**src/rtl/imem_fetch_ctrl_if.sv**
```systemverilog
// Instruction-memory port bundle: single-port, synchronous-read RAM with one-cycle
// read latency. The controller drives it as master and the RAM responds as slave.
interface imem_fetch_ctrl_if #(
    parameter int unsigned ADDR_W = 10
);
    logic              mem_en;
    logic              mem_we;
    logic [ADDR_W-1:0] mem_addr;
    logic [31:0]       mem_wdata;
    logic [31:0]       mem_rdata;

    modport master (
        output mem_en,
        output mem_we,
        output mem_addr,
        output mem_wdata,
        input  mem_rdata
    );

    modport slave (
        input  mem_en,
        input  mem_we,
        input  mem_addr,
        input  mem_wdata,
        output mem_rdata
    );
endinterface

```
**src/rtl/imem_fetch_ctrl.sv**
```systemverilog
// Fetch-side controller for the RV32IM pipeline. It issues sequential instruction
// fetches, absorbs IF/ID stalls with a one-entry skid buffer and flushes on
// redirects. It also hands the memory port to a program loader, which always
// wins over fetch.
module imem_fetch_ctrl #(
    parameter int unsigned ADDR_W   = 10,
    parameter logic [31:0] RESET_PC = 32'h0000_0000
) (
    input  logic                clk,
    input  logic                rst,
    input  logic                stall,
    input  logic                redirect,
    input  logic [31:0]         redirect_pc,
    input  logic                load_req,
    input  logic [ADDR_W-1:0]   load_addr,
    input  logic [31:0]         load_data,
    output logic                load_ack,
    imem_fetch_ctrl_if.master   mem,
    output logic [31:0]         instr_out,
    output logic [31:0]         pc_out,
    output logic                instr_valid
);

    localparam logic [31:0] Nop = 32'h0000_0013;

    typedef enum logic [0:0] {StFetch, StLoad} state_e;

    state_e      state;
    logic [31:0] fetch_pc;
    logic        inflight;
    logic [31:0] inflight_pc;
    logic        skid_valid;
    logic [31:0] skid_instr;
    logic [31:0] skid_pc;

    logic        issue;
    logic        load_wr;

    // Redirect targets are word aligned; the low bits are dropped on purpose.
    logic        unused_pc_bits;
    assign unused_pc_bits = ^redirect_pc[1:0];

    // Port arbitration: loader writes in LOAD, otherwise a read of fetch_pc when free.
    always_comb begin
        issue         = !rst && (state == StFetch) && !stall && !redirect && !load_req;
        load_wr       = !rst && (state == StLoad) && load_req;
        mem.mem_en    = issue || load_wr;
        mem.mem_we    = load_wr;
        mem.mem_addr  = '0;
        mem.mem_wdata = '0;
        if (load_wr) begin
            mem.mem_addr  = load_addr;
            mem.mem_wdata = load_data;
        end else if (!rst) begin
            mem.mem_addr  = fetch_pc[ADDR_W+1:2];
        end
        load_ack      = load_wr;
    end

    // Mode FSM, fetch PC, in-flight tracking, skid buffer and IF/ID output register.
    always_ff @(posedge clk) begin
        if (rst) begin
            state       <= StFetch;
            fetch_pc    <= RESET_PC;
            inflight    <= 1'b0;
            inflight_pc <= '0;
            skid_valid  <= 1'b0;
            skid_instr  <= Nop;
            skid_pc     <= '0;
            instr_valid <= 1'b0;
            instr_out   <= Nop;
            pc_out      <= '0;
        end else begin
            unique case (state)
                StFetch: begin
                    if (load_req) begin
                        state       <= StLoad;
                        inflight    <= 1'b0;
                        skid_valid  <= 1'b0;
                        instr_valid <= 1'b0;
                    end else if (redirect) begin
                        // Flush everything younger than the branch; the target issues next cycle.
                        inflight    <= 1'b0;
                        skid_valid  <= 1'b0;
                        instr_valid <= 1'b0;
                        fetch_pc    <= {redirect_pc[31:2], 2'b00};
                    end else begin
                        if (inflight) begin
                            if (!instr_valid || !stall) begin
                                instr_valid <= 1'b1;
                                if (skid_valid) begin
                                    // Older skid entry goes out first to keep program order.
                                    instr_out  <= skid_instr;
                                    pc_out     <= skid_pc;
                                    skid_instr <= mem.mem_rdata;
                                    skid_pc    <= inflight_pc;
                                end else begin
                                    instr_out  <= mem.mem_rdata;
                                    pc_out     <= inflight_pc;
                                end
                            end else begin
                                // Decode is holding the output; park the late response.
                                skid_valid <= 1'b1;
                                skid_instr <= mem.mem_rdata;
                                skid_pc    <= inflight_pc;
                            end
                        end else if (!stall) begin
                            if (skid_valid) begin
                                instr_out   <= skid_instr;
                                pc_out      <= skid_pc;
                                skid_valid  <= 1'b0;
                                instr_valid <= 1'b1;
                            end else begin
                                instr_valid <= 1'b0;
                            end
                        end
                        inflight <= issue;
                        if (issue) begin
                            inflight_pc <= fetch_pc;
                            fetch_pc    <= fetch_pc + 32'd4;
                        end
                    end
                end
                StLoad: begin
                    if (!load_req) begin
                        state    <= StFetch;
                        fetch_pc <= RESET_PC;
                    end
                    inflight    <= 1'b0;
                    skid_valid  <= 1'b0;
                    instr_valid <= 1'b0;
                end
                default: state <= StFetch;
            endcase
        end
    end

endmodule

```
**src/flat_wrapper.sv**
```systemverilog
// flat-port wrapper written by rule: the top's interface ports become plain ports
module imem_fetch_ctrl_flat 
#(
    parameter int unsigned ADDR_W   = 10,
    parameter logic [31:0] RESET_PC = 32'h0000_0000
)
  (clk, rst, stall, redirect, redirect_pc, load_req, load_addr, load_data, load_ack, instr_out, pc_out, instr_valid, mem_mem_en, mem_mem_we, mem_mem_addr, mem_mem_wdata, mem_mem_rdata);
  imem_fetch_ctrl_if #(.ADDR_W(ADDR_W)) mem_i ();
  input  logic clk;
  input  logic rst;
  input  logic stall;
  input  logic redirect;
  input  logic [31:0] redirect_pc;
  input  logic load_req;
  input  logic [ADDR_W-1:0] load_addr;
  input  logic [31:0] load_data;
  output logic load_ack;
  output logic [31:0] instr_out;
  output logic [31:0] pc_out;
  output logic instr_valid;
  output wire logic [$bits(mem_i.mem_en)-1:0] mem_mem_en;
  output wire logic [$bits(mem_i.mem_we)-1:0] mem_mem_we;
  output wire logic [$bits(mem_i.mem_addr)-1:0] mem_mem_addr;
  output wire logic [$bits(mem_i.mem_wdata)-1:0] mem_mem_wdata;
  input wire logic [$bits(mem_i.mem_rdata)-1:0] mem_mem_rdata;
  assign mem_mem_en = mem_i.mem_en;
  assign mem_mem_we = mem_i.mem_we;
  assign mem_mem_addr = mem_i.mem_addr;
  assign mem_mem_wdata = mem_i.mem_wdata;
  assign mem_i.mem_rdata = mem_mem_rdata;
  imem_fetch_ctrl #(.ADDR_W(ADDR_W), .RESET_PC(RESET_PC)) u_core (.clk(clk), .rst(rst), .stall(stall), .redirect(redirect), .redirect_pc(redirect_pc), .load_req(load_req), .load_addr(load_addr), .load_data(load_data), .load_ack(load_ack), .mem(mem_i), .instr_out(instr_out), .pc_out(pc_out), .instr_valid(instr_valid));
endmodule
```
**config.mk**
```make
export PLATFORM = sky130hd
export DESIGN_NAME = imem_fetch_ctrl_flat
export DESIGN_NICKNAME = d
export VERILOG_FILES = /design/src/rtl/imem_fetch_ctrl_if.sv /design/src/rtl/imem_fetch_ctrl.sv /design/src/flat_wrapper.sv
export SDC_FILE = /design/constraint.sdc
export NUM_CORES = 1
export LEC_CHECK = 0
export ABC_AREA = 1
export CORE_AREA = 3 3 149 122
export CTS_BUF_LIST = sky130_fd_sc_hd__clkbuf_8
export CTS_CLUSTER_DIAMETER = 100
export DETAILED_ROUTE_END_ITERATION = 10
export DIE_AREA = 0 0 152 125
export PLACE_DENSITY = 0.82
export SLEW_MARGIN = 20
export SYNTH_ARGS = -nofsm -noshare
export SYNTH_HDL_FRONTEND = slang
export SYNTH_SLANG_ARGS = --single-unit
```
**constraint.sdc**
```tcl
create_clock -name clk -period 2.75 [get_ports clk]
set_input_delay 0.825 -clock clk [delete_from_list [all_inputs] [get_ports clk]]
set_output_delay 0.825 -clock clk [all_outputs]
set_load 0.005 [all_outputs]
```
## Word level (Yosys, flattened, before mapping)

Cells that the tools add are included.

- Register bits after elaboration: 196
- Bits of input ports: 111
- Output and inout port bits: 110

- Add/subtract/negate cells: 1
- Eq/ne operators: 9
- Multiplexer cells: 39
- Bitwise logic cells: 3
- Reduce and logical (&&, ||, !) cells: 20

Operators by type and width:

| cell | count |
|---|---|
| $mux W32 | 19 |
| $pmux W32 S2 | 1 |
| $add A32 B3 Y32 const B | 1 |
| $mux W10 | 2 |
| $mux W1 | 14 |
| $ne A5 B5 Y1 const B | 2 |
| $logic_and A1 B1 Y1 | 6 |
| $ne A2 B2 Y1 const B | 3 |
| $pmux W1 S2 | 3 |
| $reduce_and A6 Y1 | 1 |
| $logic_not A1 Y1 | 5 |
| $ne A5 B4 Y1 const B | 1 |
| $reduce_and A5 Y1 | 1 |
| $ne A2 B1 Y1 const B | 2 |
| $reduce_and A2 Y1 | 2 |
| $reduce_and A4 Y1 | 1 |
| $ne A3 B2 Y1 const B | 1 |
| $not A1 Y1 | 3 |
| $reduce_and A3 Y1 | 1 |
| $logic_or A1 B1 Y1 | 2 |
| $reduce_bool A2 Y1 | 1 |

## Logic depth before layout (Yosys ltp)

Gate-level depths: netlist (run 1).

- Depth after elaboration: 9
- Mapped depth: 10

## Least setup slack after synthesis (run 1)

Ideal clock, no wire load.

- Path type: input to output
- Start: input port load_req
- End: output port mem_mem_wdata[10]
- Arrival time: 1.744 ns
- Data required time: 1.925 ns
- Path slack: 0.181 ns
- Stages: 6
- Buffers on the path: 2
- Path through: inv_1 > nor2_1 > nand2_1 > clkbuf_1 > clkbuf_1 > nor2_1

- Cells in the longest elaborated chain, start to end: 2

Ends and longest elaborated chain:

| what | line | source |
|---|---|---|
| from (decl) | flat_wrapper.sv:14 | `input logic load_req;` |
| $logic_and A1 B1 Y1 | imem_fetch_ctrl.sv:46 | `load_wr = !rst && (state == StLoad) && load_req;` |
| $mux W32 | imem_fetch_ctrl.sv:51 | `if (load_wr) begin` |
| to (decl) | flat_wrapper.sv:24 | `output wire logic [$bits(mem_i.mem_wdata)-1:0] mem_mem_wdata;` |

Every way passes these cells.

## Final worst setup path (run 1)

- Start: input port load_req
- End: output port mem_mem_addr[9]

- Cells in the longest elaborated chain, start to end: 2

Ends and longest elaborated chain:

| what | line | source |
|---|---|---|
| $logic_and A1 B1 Y1 | imem_fetch_ctrl.sv:46 |  |
| $mux W10 | imem_fetch_ctrl.sv:51 |  |
| to (decl) | flat_wrapper.sv:23 | `output wire logic [$bits(mem_i.mem_addr)-1:0] mem_mem_addr;` |

Every way passes these cells.

==> results.md, run 1 <==
Outcome:
- The run finished with clean final reports.

Yosys:
- The number of register bits inferred by synthesis is 188.
- The sequential share of the synthesized area is 44.2%.
- In the synthesized netlist the async set-or-reset flop fraction comes to 0%.
- Dividing the synthesized area by the synthesized cell count gives 6.84 um2.
- The cell area after synthesis is 0.00852 mm2.
- In the synthesized netlist, the number of instances is 1246.
- The flip-flop cell with the highest count after synthesis is dfxtp_1.
- In this run, distinct cell masters in the synthesized netlist total 33.
- In this run, synthesis inferred 0 flip-flops with an integrated enable.
- The yosys synthesis warning count is 0.

Drt:
- The post-detailed-route count of antenna-violating nets is 0.
- For this run, the detailed router's first-pass iteration total came to 5.
- The total vias in the final route is 8863.
- After the first detailed-routing iteration, the DRC count stood at 777.
- In the routed design, unresolved DRC markers number 0.
- In the final routed layout, each cell accounts on average for 14.6 um.
- The vias per cell is 5.31.
- The total wirelength of the detailed-routed design is 24500 um.

Critical path:
- Traced cell by cell, the critical path runs through buf_2 -> inv_2 -> nor2_4 -> nand2_4 -> buf_4 -> buf_6 -> nand3_1 -> nand2_1 -> dlygate4sd2_1.
- The critical register-to-register path startpoint is u_core.fetch_pc[3]$_SDFFE_PP0P_.
- Grouping stages by cell kind, the critical path spends the most delay in buffers and inverters.
- On the critical path, the stage with the largest delay is an instance of dlygate4sd2_1.
- The kind of start point of the critical path is an input pin.
- The register-to-register setup slack is 0.84 ns.
- The endpoint identified for the worst register-to-register timing path is u_core.fetch_pc[22]$_SDFFE_PP0P_.
- For this run, the slowest stage of the critical path takes 0.26 ns.
- The arrival time of the worst setup path is 1.83 ns.
- The kind of critical path is input pin to output pin.
- Data on the critical path is required at its endpoint by 1.93 ns.
- The combined buffer and inverter count along the critical path is 5.
- The worst-path maximum fanout is 8.
- The type of destination of the critical path is an output pin.
- The length in cells of the worst reg-to-reg path is 9.

Timing:
- The hold violation total from the final report was 0.
- After layout, the worst path uses 96.5% of the clock period.
- The clock tree skew after final layout is 0.0140 ns.
- For the finished layout, the period the worst path requires is 2.65 ns.
- Headroom to the max-slew limit came out at 53.8%.
- After routing, the total negative slack on setup checks comes to 0 ns.
- The count of final setup violators is 0.
- The final number of max-transition violations is 0.
- At the pin with the least slew margin, the transition time is 0.693 ns.
- Derived from the worst setup path, the maximum achievable clock frequency is 377 MHz.
- Setup repair after global routing left no endpoint under its margin.

Placed design:
- The HPWL after detailed placement is 17000 um.
- The number of placed instances with taps included is 1636.
- The number of input and output port buffers inserted is 216.
- The routability-driven placement congestion ratio is 0.947.

Clock tree:
- The number of CTS-inserted buffers is 17.
- The CTS tree is done.
- The clock-pin transition on the worst setup and hold timing paths is 0.10 ns.
- The number of hold buffers added after CTS was 0.
- For this design, the sink count on the clock tree is 188.
- The clock tree synthesis step divided the H-tree into 4 levels.
- The root buffer selected by CTS is clkbuf_8.
- In this run the deepest clock path goes through 2 buffers.
- The clock latency reported for the late side of the worst-skew pair is 0.46 ns.

Layout:
- Fill cells in the final layout number 1461.
- The area added between synthesis and finish is 33.7%.
- The sequential standard cell area is 0.00376 mm2.
- The count of cells in the finished layout, fillers not included, comes to 1670.
- Of the cells placed in the final design, the portion with a size suffix greater than 1 is 7.45%.
- The combined area of the multi-input logic cells is 0.00406 mm2.
- For this run, the post-layout net count is 1550.

Floorplan:
- In this run the standard cell core region covers 0.0166 mm2.
- The number of top-level pins is 221.
- The die width is 152 um.
- The effective utilization at floorplan is 51.3%.
- The floorplan has 42 rows.
- The die covers 0.0190 mm2.
- The height of the die is 125 um.

Global route:
- The met1 track demand over resource is 34.4%.
- met2 is the most crowded layer.
- The fraction of met2 tracks used by global routing is 38.9%.
- The wire length of the first global-routing pass is 39700 um.
- Entering global routing, the biggest net connects 78 pins.
- The via count of the first global-routing pass was 8128.
- The aggregate global routing overflow is 0.
- The global-route total usage across every layer is 24.7%.
- The initial antenna violation count is 1.
- Global routing consumed, on the met3 layer, 5.73% of the routing resources.

Power:
- The power density of the placed cells is 444 mW/mm2.
- The static leakage is 4.73 nW.
- IR analysis of the VDD net gives a maximum drop of 0.314 mV.
- Total power for the finished layout comes to 5.06 mW.

Run:
- The count of maximum capacitance violations is 0.

Min path:
- The hold-critical path depth is 2.
- In this run the most critical hold path is launched from u_core.skid_instr[26]$_SDFFE_PP0P_.
- The destination of the worst hold path is u_core.instr_out[26]$_SDFFE_PP0P_.
- In this run the worst hold path is classified as flip-flop to flip-flop.
## worst max-delay path by stage
| stage | start | endpoint | slack, ns | depth (start not counted) |
|---|---|---|---|---|
| floorplan | load_req | mem_mem_wdata[10] | 0.18 | 6 |
| CTS | stall | mem_mem_en | -0.12 | 5 |
| finish | load_req | mem_mem_addr[9] | 0.1 | 9 |
| detailed placement | load_req | mem_mem_addr[2] | -0.65 | 9 |
| global route | load_req | mem_mem_addr[8] | 0.03 | 9 |
| global placement | load_req | mem_mem_addr[2] | -0.63 | 9 |
## placed cells by master (no fill, tap or decap), drive strengths merged, types with 30 or more instances in the layout
| cell | count |
|---|---|
| nand2 | 222 |
| o21ai | 174 |
| nor2 | 232 |
| clkdlybuf4s50 | 167 |
| dfxtp | 188 |
| a21oi | 38 |
| buf | 51 |
| inv | 92 |
| nand3 | 125 |
| dlygate4sd2 | 30 |
| a31oi | 59 |
## worst min-delay path, cell delays in order, from the launching register on
cell	delay, ns
dfxtp_1	0.31
nand2_1	0.06
a31oi_1	0.07
## cells by family after synthesis
| family | Yosys count | share of synthesized area (%) |
|---|---|---|
| AOI/OAI and AO/OA | 287 | 18.2 |
| xor gates and xnor gates | 3 | 0.308 |
| adders and majority gates | 1 | 0.147 |
| buffers and inverters | 180 | 8.63 |
| DFF | 188 | 44.2 |
| other | 1 | 0.0440 |
| and+or+nand+nor | 586 | 28.5 |
## per-stage QoR
stage          util (%)  hold WS, ns  worst slack (ns)  area (um2)
4_1_cts            68.4        0.471            -0.120       11400
3_3_place_gp       66.2        0.458            -0.627       11000
5_1_grt            68.6        0.488            0.0306       11400
2_1_floorplan         -        0.445             0.181        8530
3_5_place_dp       66.2        0.465            -0.654       11000
6_report           68.6        0.464            0.0972       11400
## sequential cells by signal, indices dropped and copies added (netlist names)
| register | flops |
|---|---|
| u_core.skid_pc | 30 |
| u_core.fetch_pc | 30 |
| u_core.state | 1 |
| u_core.inflight | 1 |
| u_core.instr_valid | 1 |
| u_core.skid_instr | 32 |
| u_core.instr_out | 32 |
| u_core.inflight_pc | 30 |
| u_core.pc_out | 30 |
| u_core.skid_valid | 1 |
## power by group
| group | switching (mW) | internal, mW |
|---|---|---|
| logic | 0.254 | 0.265 |
| registers | 0.0408 | 2.76 |
| clock network | 0.995 | 0.742 |
## cells in the mapped netlist, types with 3 or more instances
master / instances / share of area (%)
a21oi_1: 38 / 2.2
nand3_1: 125 / 7.3
nor2_2: 6 / 0.44
xor2_1: 3 / 0.31
nand4_1: 3 / 0.22
buf_1: 3 / 0.13
clkbuf_1: 64 / 2.8
inv_2: 3 / 0.13
buf_2: 15 / 0.88
dfxtp_1: 188 / 44
o21ai_1: 5 / 0.29
o211ai_1: 12 / 1.1
nand2_1: 220 / 9.7
buf_6: 3 / 0.40
a31oi_1: 59 / 4.3
buf_4: 5 / 0.44
o21ai_0: 168 / 9.9
nor2_1: 224 / 9.9
inv_1: 85 / 3.7
## cell type report
| type | count | area share [%] |
|---|---|---|
| Multi-Input combinational cell | 879 | 35.6 |
| Sequential cell | 188 | 33.0 |
| Timing Repair Buffer | 262 | 22.7 |
| Inverter | 90 | 3.02 |
| Tap cell | 220 | 2.42 |
| Clock buffer | 18 | 2.17 |
| Clock inverter | 12 | 1.02 |
| Antenna cell | 1 | 0.0220 |
## metal layers
| layer | vias up | routed length (um) |
|---|---|---|
| met5 | - | 0 |
| met4 | 0 | 350 |
| met3 | 28 | 2030 |
| met2 | 371 | 10900 |
| met1 | 3993 | 11200 |
| li1 | 4471 | - |
## timing repair
action	CTS	global route
setup endpoints to repair	46	21
pin swaps	2	2
resized for setup	70	14
setup buffers	3	0
No activity file was read; power rests on OpenSTA's default activity.
==> run 2: changes to the inputs <==
--- a/config.mk
+++ b/config.mk
@@ -6,11 +6,11 @@
 export NUM_CORES = 1
 export LEC_CHECK = 0
 export ABC_AREA = 1
-export CORE_AREA = 3 3 149 122
+export CORE_AREA = 2 2 148 121
 export CTS_BUF_LIST = sky130_fd_sc_hd__clkbuf_8
 export CTS_CLUSTER_DIAMETER = 100
 export DETAILED_ROUTE_END_ITERATION = 10
-export DIE_AREA = 0 0 152 125
+export DIE_AREA = 0 0 150 123
 export PLACE_DENSITY = 0.82
 export SLEW_MARGIN = 20
 export SYNTH_ARGS = -nofsm -noshare
==> run 2 against run 1 <==
Global-route usage rose by 1.9 points. Utilization fell by 1.5 points. Sequential share of layout area barely moved. Clock power rose by 9%. Die area fell by 2.9%. Maximum frequency fell by 1.7%. Via count fell by 0.21%. First-iteration DRC count rose by 0.77%. Final area barely moved.
==> results.md, run 2 (synthesis gave the netlist of run 1 again) <==
Timing:
- The clock period minus final worst setup slack is 2.70 ns (was 2.65 ns).
- The count of final setup violators was 0 (unchanged).
- The worst slew margin relative to its limit was 54.2% (was 53.8%).
- The hold violation total from the final report was 0 (unchanged).
- The slew at the pin closest to its max-slew limit was 0.687 ns (was 0.693 ns).
- The final sum of negative setup slack is 0 ns (unchanged).
- The final number of max-transition violations came to 0 (unchanged).
- The final critical-path share of the clock period is 98.1% (was 96.5%).
- The achievable clock frequency is 370 MHz (was 377 MHz).
- The clock tree skew after final layout came to 0.00862 ns (was 0.0140 ns).

Critical path:
- The worst-path maximum fanout is 9 (was 8).
- The highest-delay cell along the critical path was clkdlybuf4s15_2 (was dlygate4sd2_1).
- The maximum single-stage delay on the critical path came to 0.20 ns (was 0.26 ns).
- The largest delay contributor family on the critical path is buffers and inverters (unchanged).
- The combined buffer and inverter count along the critical path is 6 (was 5).
- The kind of start point of the critical path was an input pin (unchanged).
- The type of destination of the critical path is an output pin (unchanged).
- The arrival time of the worst setup path is 1.87 ns (was 1.83 ns).
- The worst endpoint required time is 1.93 ns (about the same).
- The kind of critical path is input pin to output pin (unchanged).
- Critical path cell sequence: clkdlybuf4s15_2 -> inv_2 -> nor2_4 -> nand2_4 -> buf_12 -> inv_4 -> clkbuf_16 -> nand2_1 -> o21ai_0 -> clkbuf_2 (was buf_2 -> inv_2 -> nor2_4 -> nand2_4 -> buf_4 -> buf_6 -> nand3_1 -> nand2_1 -> dlygate4sd2_1).

Layout:
- The net count of the finished layout came to 1546 (was 1550).
- The area added between synthesis and finish came to 33.8% (was 33.7%).
- The most common cell after layout, fill and taps aside is nor2_1 (unchanged).
- The number of antenna cells inserted is 0 (was 1).
- The final core utilization is 67.1% (was 68.6%).
- Registers with the highest flip-flop counts: u_core.instr_out: 32 flops, u_core.skid_instr: 32 flops (unchanged).
- Highest-count cells in the layout ignoring fill and taps: 220 x nor2_1, 218 x nand2_1, 187 x dfxtp_1 (unchanged).
- The count of non-filler cells in the finished layout is 1672 (was 1670).
- The count of filler cells inserted in the layout is 1506 (was 1461).
- The fraction of layout instances using a drive strength above 1 is 8.09% (was 7.45%).
- The design area was 0.0114 mm2 (about the same).

Drt:
- The total DRC errors in the routed layout is 0 (unchanged).
- The post-detailed-route count of antenna-violating nets came to 0 (unchanged).
- The iteration count of the initial detailed-routing pass is 5 (unchanged).
- The total vias in the final route is 8844 (was 8863).
- The vias per cell is 5.29 (was 5.31).
- The routed wire length per instance is 14.8 um (was 14.6 um).
- The total wirelength of the detailed-routed design is 24700 um (was 24500 um).
- The starting DRC count in detailed routing is 783 (was 777).

Placed design:
- The routability-driven placement congestion ratio is 0.920 (was 0.947).
- The total half-perimeter wirelength after legalization and detailed placement is 16900 um (was 17000 um).
- The number of placed instances with taps included came to 1632 (was 1636).
- The number of input and output port buffers inserted is 216 (unchanged).
- The post-placement cell area was 0.0109 mm2 (was 0.0110 mm2).

Floorplan:
- The die width is 150 um (was 152 um).
- The effective utilization at floorplan is 50.1% (was 51.3%).
- The core footprint was 0.0170 mm2 (was 0.0166 mm2).
- The number of top-level pins came to 221 (unchanged).
- The number of placement rows is 43 (was 42).
- The height of the die is 123 um (was 125 um).
- The overall die area came to 0.0185 mm2 (was 0.0190 mm2).

Global route:
- The aggregate global routing overflow was 0 (unchanged).
- The pin count of the biggest net entering global routing came to 78 (unchanged).
- The via count of the first global-routing pass came to 8094 (was 8128).
- The wire length of the first global-routing pass is 39500 um (was 39700 um).
- The global-route total usage across every layer is 26.6% (was 24.7%).
- The initial antenna violation count is 0 (was 1).

Clock tree:
- The CTS tree is done (unchanged).
- The maximum buffer depth of the clock tree is 2 (unchanged).
- The number of H-tree levels was 4 (unchanged).
- The number of CTS-inserted buffers is 17 (unchanged).
- The clock-pin transition on the worst setup and hold timing paths is 0.09 ns (was 0.10 ns).
- The root buffer selected by CTS was clkbuf_8 (unchanged).
- The hold buffer count at cts is 0 (unchanged).
- The total clock sinks is 188 (unchanged).
- The clock latency reported for the late side of the worst-skew pair is 0.46 ns (about the same).

Power:
- The switching power total is 1.29 mW (about the same).
- The relative contribution of the clock network to total power is 36.4% (was 34.4%).
- The total power of the final layout is 5.21 mW (was 5.06 mW).
- The peak ir drop on the vdd network is 0.301 mV (was 0.314 mV).
- The combinational power share is 9.9% (was 10.3%).
- The internal power summed over all cells is 3.92 mW (was 3.77 mW).
- The static leakage was 4.61 nW (was 4.73 nW).
- The fraction of power consumed by sequential logic is 53.7% (was 55.4%).
- The power density of the placed cells is 457 mW/mm2 (was 444 mW/mm2).
- The net switching share of the total power came to 24.8% (was 25.5%).

Min path:
- The path class of the lowest-slack min-delay path was flip-flop to flip-flop (unchanged).

Run:
- The count of maximum capacitance violations is 0 (unchanged).

Outcome:
- Status: complete, no violations (unchanged).
[run 2: per-layer routing]
layer | global-route usage, % | vias up | part of all wire [%]
met3 | 4.98 | 18 | 8.4
met2 | 42.2 | 392 | 45
met4 | 6.66 | 0 | 1.4
li1 | - | 4472 | -
met5 | 0 | - | 0
met1 | 37.6 | 3962 | 46
[run 2: repair_timing]
item                       in CTS  in global routing
setup endpoints to repair      45                 21
setup buffers                   4                  2
gates cloned                    1                  1
pin swaps                       3                  2
gates resized for setup        78                 37
[run 2: layout make-up]
| type | count | area, um2 | share of cell area, % |
|---|---|---|---|
| multi-input combinational | 879 | 4060 | 35.6 |
| inverter | 90 | 345 | 3.03 |
| clock buffer | 17 | 234 | 2.05 |
| sequential | 188 | 3760 | 33.0 |
| clock inverter | 15 | 174 | 1.53 |
| tap | 225 | 282 | 2.47 |
| timing repair buffer | 258 | 2550 | 22.3 |
[run 2: final timing paths]
kind / slack [ns] / cells past startpoint / endpoint / start
max reg2reg: 0.75 / 9 / u_core.fetch_pc[26]$_SDFFE_PP0P_ / u_core.fetch_pc[3]$_SDFFE_PP0P_
max: 0.05 / 10 / mem_mem_addr[8] / load_req
min reg2reg: 0.48 / 2 / u_core.pc_out[9]$_SDFFE_PP0P_ / u_core.skid_pc[9]$_SDFFE_PP0P_
min: 0.48 / 2 / u_core.pc_out[9]$_SDFFE_PP0P_ / u_core.skid_pc[9]$_SDFFE_PP0P_
[run 2: power groups by stage]
| stage | Clock (mW) | Combinational [mW] | Sequential (mW) |
|---|---|---|---|
| detailed placement | 0 | 0.505 | 2.86 |
| finish | 1.90 | 0.515 | 2.80 |
| floorplan | 0 | 0.218 | 2.85 |
| CTS | 1.93 | 0.509 | 2.80 |
| global placement | 0 | 0.502 | 2.86 |
| global route | 2.03 | 0.563 | 2.81 |
[run 2: worst reg2reg max path, stage by stage, from the launching register on]
cell and delay, ns:
dfxtp_1 0.46, ha_1 0.24, nand2_1 0.08, nor2_2 0.22, nand2_1 0.26, nor2_2 0.29
nand3_1 0.12, nand3_1 0.10, nand2_1 0.05, a21oi_1 0.10
[run 2: through the flow]
stage	hold slack (ns)	worst slack, ns
after detailed placement	0.466	-0.612
after floorplan	0.445	0.181
after global routing	0.489	-0.0451
final	0.475	0.0509
after global placement	0.460	-0.616
after CTS	0.476	-0.168
==> run 3: changes to the inputs <==
==> constraint.sdc (replaced) <==
create_clock -name clk -period 2.75 [get_ports clk]
set_input_delay 0.4125 -clock clk [delete_from_list [all_inputs] [get_ports clk]]
set_output_delay 0.4125 -clock clk [all_outputs]
set_load 0.005 [all_outputs]
==> run 3 against run 2 <==
Final area down 1.1%. Worst hold slack better by 0.0021 ns. Worst setup slack better by 0.077 ns. Cell count down 1.1%. Critical path depth down 1. First-iteration DRC count down 12%. Critical path type unchanged. Critical endpoint is now mem_mem_addr[6]. Largest power group unchanged.
==> results.md, run 3 (synthesis gave the netlist of run 1 again) <==
Outcome:
- Status: complete, no violations (unchanged).

Timing:
- Setup repair after global routing left no endpoint under its margin.
- The clock tree skew after final layout came to 0.0147 ns (was 0.00862 ns).
- The final number of max-transition violations is 0 (unchanged).
- The achievable clock frequency is 381 MHz (was 370 MHz).
- The hold violation total from the final report is 0 (unchanged).
- The clock period minus final worst setup slack is 2.62 ns (was 2.70 ns).
- The post-route worst hold slack was 0.478 ns (was 0.475 ns).
- The final sum of negative setup slack is 0 ns (unchanged).
- The final critical-path share of the clock period is 95.4% (was 98.1%).
- The worst slew margin relative to its limit is 30.7% (was 54.2%).
- The count of final setup violators is 0 (unchanged).
- The slew at the pin closest to its max-slew limit came to 1.04 ns (was 0.687 ns).

Critical path:
- The maximum single-stage delay on the critical path is 0.52 ns (was 0.20 ns).
- The critical register-to-register path startpoint is u_core.fetch_pc[3]$_SDFFE_PP0P_ (unchanged).
- The worst flop-to-flop path endpoint is u_core.fetch_pc[26]$_SDFFE_PP0P_ (unchanged).
- The kind of critical path is input pin to output pin (unchanged).
- The worst-path maximum fanout is 15 (was 9).
- The type of destination of the critical path was an output pin (unchanged).
- The combined buffer and inverter count along the critical path is 5 (was 6).
- The largest delay contributor family on the critical path was buffers and inverters (unchanged).
- The register-to-register setup slack was 0.79 ns (was 0.75 ns).
- The arrival time of the worst setup path is 2.21 ns (was 1.87 ns).
- The kind of start point of the critical path is an input pin (unchanged).
- The worst endpoint required time is 2.34 ns (was 1.93 ns).
- The length in cells of the worst reg-to-reg path is 10 (was 9).
- Critical path cell sequence: clkdlybuf4s50_1 -> inv_1 -> nor2_1 -> nand2_1 -> clkinv_1 -> buf_6 -> nand2_1 -> o21ai_0 -> clkdlybuf4s50_1 (was clkdlybuf4s15_2 -> inv_2 -> nor2_4 -> nand2_4 -> buf_12 -> inv_4 -> clkbuf_16 -> nand2_1 -> o21ai_0 -> clkbuf_2).
- The highest-delay cell along the critical path is clkdlybuf4s50_1 (was clkdlybuf4s15_2).

Placed design:
- The number of input and output port buffers inserted came to 216 (unchanged).
- The total half-perimeter wirelength after legalization and detailed placement is 16400 um (was 16900 um).
- The number of placed instances with taps included came to 1622 (was 1632).
- The routability-driven placement congestion ratio is 0.933 (was 0.920).
- The post-placement cell area is 0.0108 mm2 (was 0.0109 mm2).

Layout:
- Registers with the highest flip-flop counts: u_core.instr_out: 32 flops, u_core.skid_instr: 32 flops (unchanged).
- The fraction of layout instances using a drive strength above 1 is 5.18% (was 8.09%).
- Highest-count cells in the layout ignoring fill and taps: 224 x nor2_1, 219 x nand2_1, 214 x clkdlybuf4s50_1 (was 220 x nor2_1, 218 x nand2_1, 187 x dfxtp_1).
- The count of filler cells inserted in the layout was 1530 (was 1506).
- The area added between synthesis and finish came to 32.4% (was 33.8%).
- The count of non-filler cells in the finished layout is 1654 (was 1672).
- The net count of the finished layout is 1528 (was 1546).
- The most common cell after layout, fill and taps aside is nor2_1 (unchanged).
- The number of antenna cells inserted is 0 (unchanged).
- The design area is 0.0113 mm2 (was 0.0114 mm2).

Clock tree:
- The clock latency reported for the late side of the worst-skew pair was 0.48 ns (was 0.46 ns).
- The number of H-tree levels is 4 (unchanged).
- The count of buffers added by post-CTS timing repair for setup is 0 (was 4).
- The root buffer selected by CTS is clkbuf_8 (unchanged).
- The clock-pin transition on the worst setup and hold timing paths is 0.09 ns (about the same).
- The CTS tree is done (unchanged).
- The number of CTS-inserted buffers is 17 (unchanged).
- The total clock sinks is 188 (unchanged).
- The maximum buffer depth of the clock tree is 2 (unchanged).

Power:
- The power density of the placed cells was 485 mW/mm2 (was 457 mW/mm2).
- The net switching share of the total power is 24.3% (was 24.8%).
- The fraction of power consumed by sequential logic is 51.2% (was 53.7%).
- The internal power summed over all cells is 4.14 mW (was 3.92 mW).
- The peak ir drop on the vdd network is 0.303 mV (was 0.301 mV).
- The relative contribution of the clock network to total power came to 39.6% (was 36.4%).
- The switching power total came to 1.33 mW (was 1.29 mW).
- The static leakage is 4.33 nW (was 4.61 nW).
- The combinational power share came to 9.2% (was 9.9%).

Drt:
- The starting DRC count in detailed routing was 689 (was 783).
- The vias per cell came to 5.29 (about the same).
- The iteration count of the initial detailed-routing pass is 5 (unchanged).
- The routed wire length per instance is 14.8 um (about the same).
- The total vias in the final route is 8756 (was 8844).
- The total wirelength of the detailed-routed design was 24500 um (was 24700 um).
- The post-detailed-route count of antenna-violating nets is 0 (unchanged).
- The total DRC errors in the routed layout is 0 (unchanged).

Floorplan:
- The overall die area is 0.0185 mm2 (unchanged).
- The core footprint is 0.0170 mm2 (unchanged).
- The die width is 150 um (unchanged).
- The number of placement rows is 43 (unchanged).
- The height of the die is 123 um (unchanged).
- The number of top-level pins is 221 (unchanged).
- The effective utilization at floorplan is 50.1% (unchanged).

Global route:
- The wire length of the first global-routing pass is 39400 um (was 39500 um).
- The initial antenna violation count is 0 (unchanged).
- The aggregate global routing overflow is 0 (unchanged).
- The pin count of the biggest net entering global routing is 126 (was 78).
- The via count of the first global-routing pass came to 7879 (was 8094).
- The global-route total usage across every layer was 26.8% (was 26.6%).

Run:
- The count of maximum capacitance violations came to 0 (unchanged).

Min path:
- The start point of the worst hold path is u_core.skid_pc[7]$_SDFFE_PP0P_ (was u_core.skid_pc[9]$_SDFFE_PP0P_).
- The hold-critical path depth was 2 (unchanged).
- The path class of the lowest-slack min-delay path is flip-flop to flip-flop (unchanged).
- The destination of the worst hold path is u_core.pc_out[7]$_SDFFE_PP0P_ (was u_core.pc_out[9]$_SDFFE_PP0P_).
==> run 3: changes by cell type in the layout (fill, tap and decap cells not counted), sizes merged, moves of 2 or more <==
cell / change
clkdlybuf4s50: +46
dlymetal6s2s: -2
clkbuf: -10
dlygate4sd2: -22
buf: -24
bufinv: +2
clkinv: -2
clkdlybuf4s15: -5
==> run 3: layer usage <==
layer  track usage, %  part of all wire, %  vias up  wire length [um]
met2             43.1                   45      338             11100
met4             6.01                 0.87        0               214
met5                0                    0        -                 0
li1                 -                    -     4451                 -
met3             6.27                  8.0       19              1950
met1             36.8                   46     3948             11200
==> run 3: worst max path at each step <==
| stage | startpoint | endpoint | slack, ns | depth (start not counted) |
|---|---|---|---|---|
| detailed placement | load_req | mem_mem_addr[0] | 0.07 | 9 |
| floorplan | load_req | mem_mem_wdata[10] | 1.01 | 6 |
| global placement | load_req | mem_mem_addr[0] | 0.13 | 9 |
| finish | load_req | mem_mem_addr[6] | 0.13 | 9 |
| global route | load_req | mem_mem_addr[7] | 0.01 | 9 |
| CTS | load_req | mem_mem_addr[0] | 0.06 | 9 |
==> run 3: worst register-to-register path, cell delays in order, from the launching register on <==
cell,delay [ns]
dfxtp_1,0.45
ha_1,0.23
nand2_1,0.08
nor2_2,0.22
nand2_1,0.23
nor2_2,0.29
nand2_1,0.09
nand2_1,0.07
nand3_1,0.06
nand2_1,0.08
a21oi_1,0.05
==> run 3: per-stage QoR <==
stage               total power [mW]  util [%]  worst slack, ns
floorplan                       3.07         -             1.01
global placement                3.35      63.5            0.125
detailed placement              3.36      63.5           0.0664
CTS                             5.49      66.3           0.0569
global route                    5.66      66.4           0.0144
finish                          5.47      66.4            0.128
==> run 3: final cells by class <==
class                   count  area [um2]  area share (%)
clock buffers              18         248            2.20
flip-flops and latches    188        3760            33.4
inverters                  90         340            3.02
clock inverters            14         229            2.03
repair buffers            240        2390            21.2
well taps                 225         282            2.50
multi-input cells         879        4030            35.7
==> run 3: power groups by stage <==
stage          registers (mW)  logic, mW  clock network [mW]
2_1_floorplan            2.85      0.218                   0
3_3_place_gp             2.86      0.492                   0
3_5_place_dp             2.86      0.497                   0
4_1_cts                  2.80      0.501                2.19
5_1_grt                  2.81      0.550                2.31
6_report                 2.80      0.504                2.17
==> run 3: what timing repair did <==
| item | 4_1_cts | 5_1_grt |
|---|---|---|
| endpoints found under the hold margin | 0 | 0 |
| hold buffers | 0 | 0 |
| gates resized for setup | 0 | 3 |
| endpoints found under the setup margin | 0 | 6 |
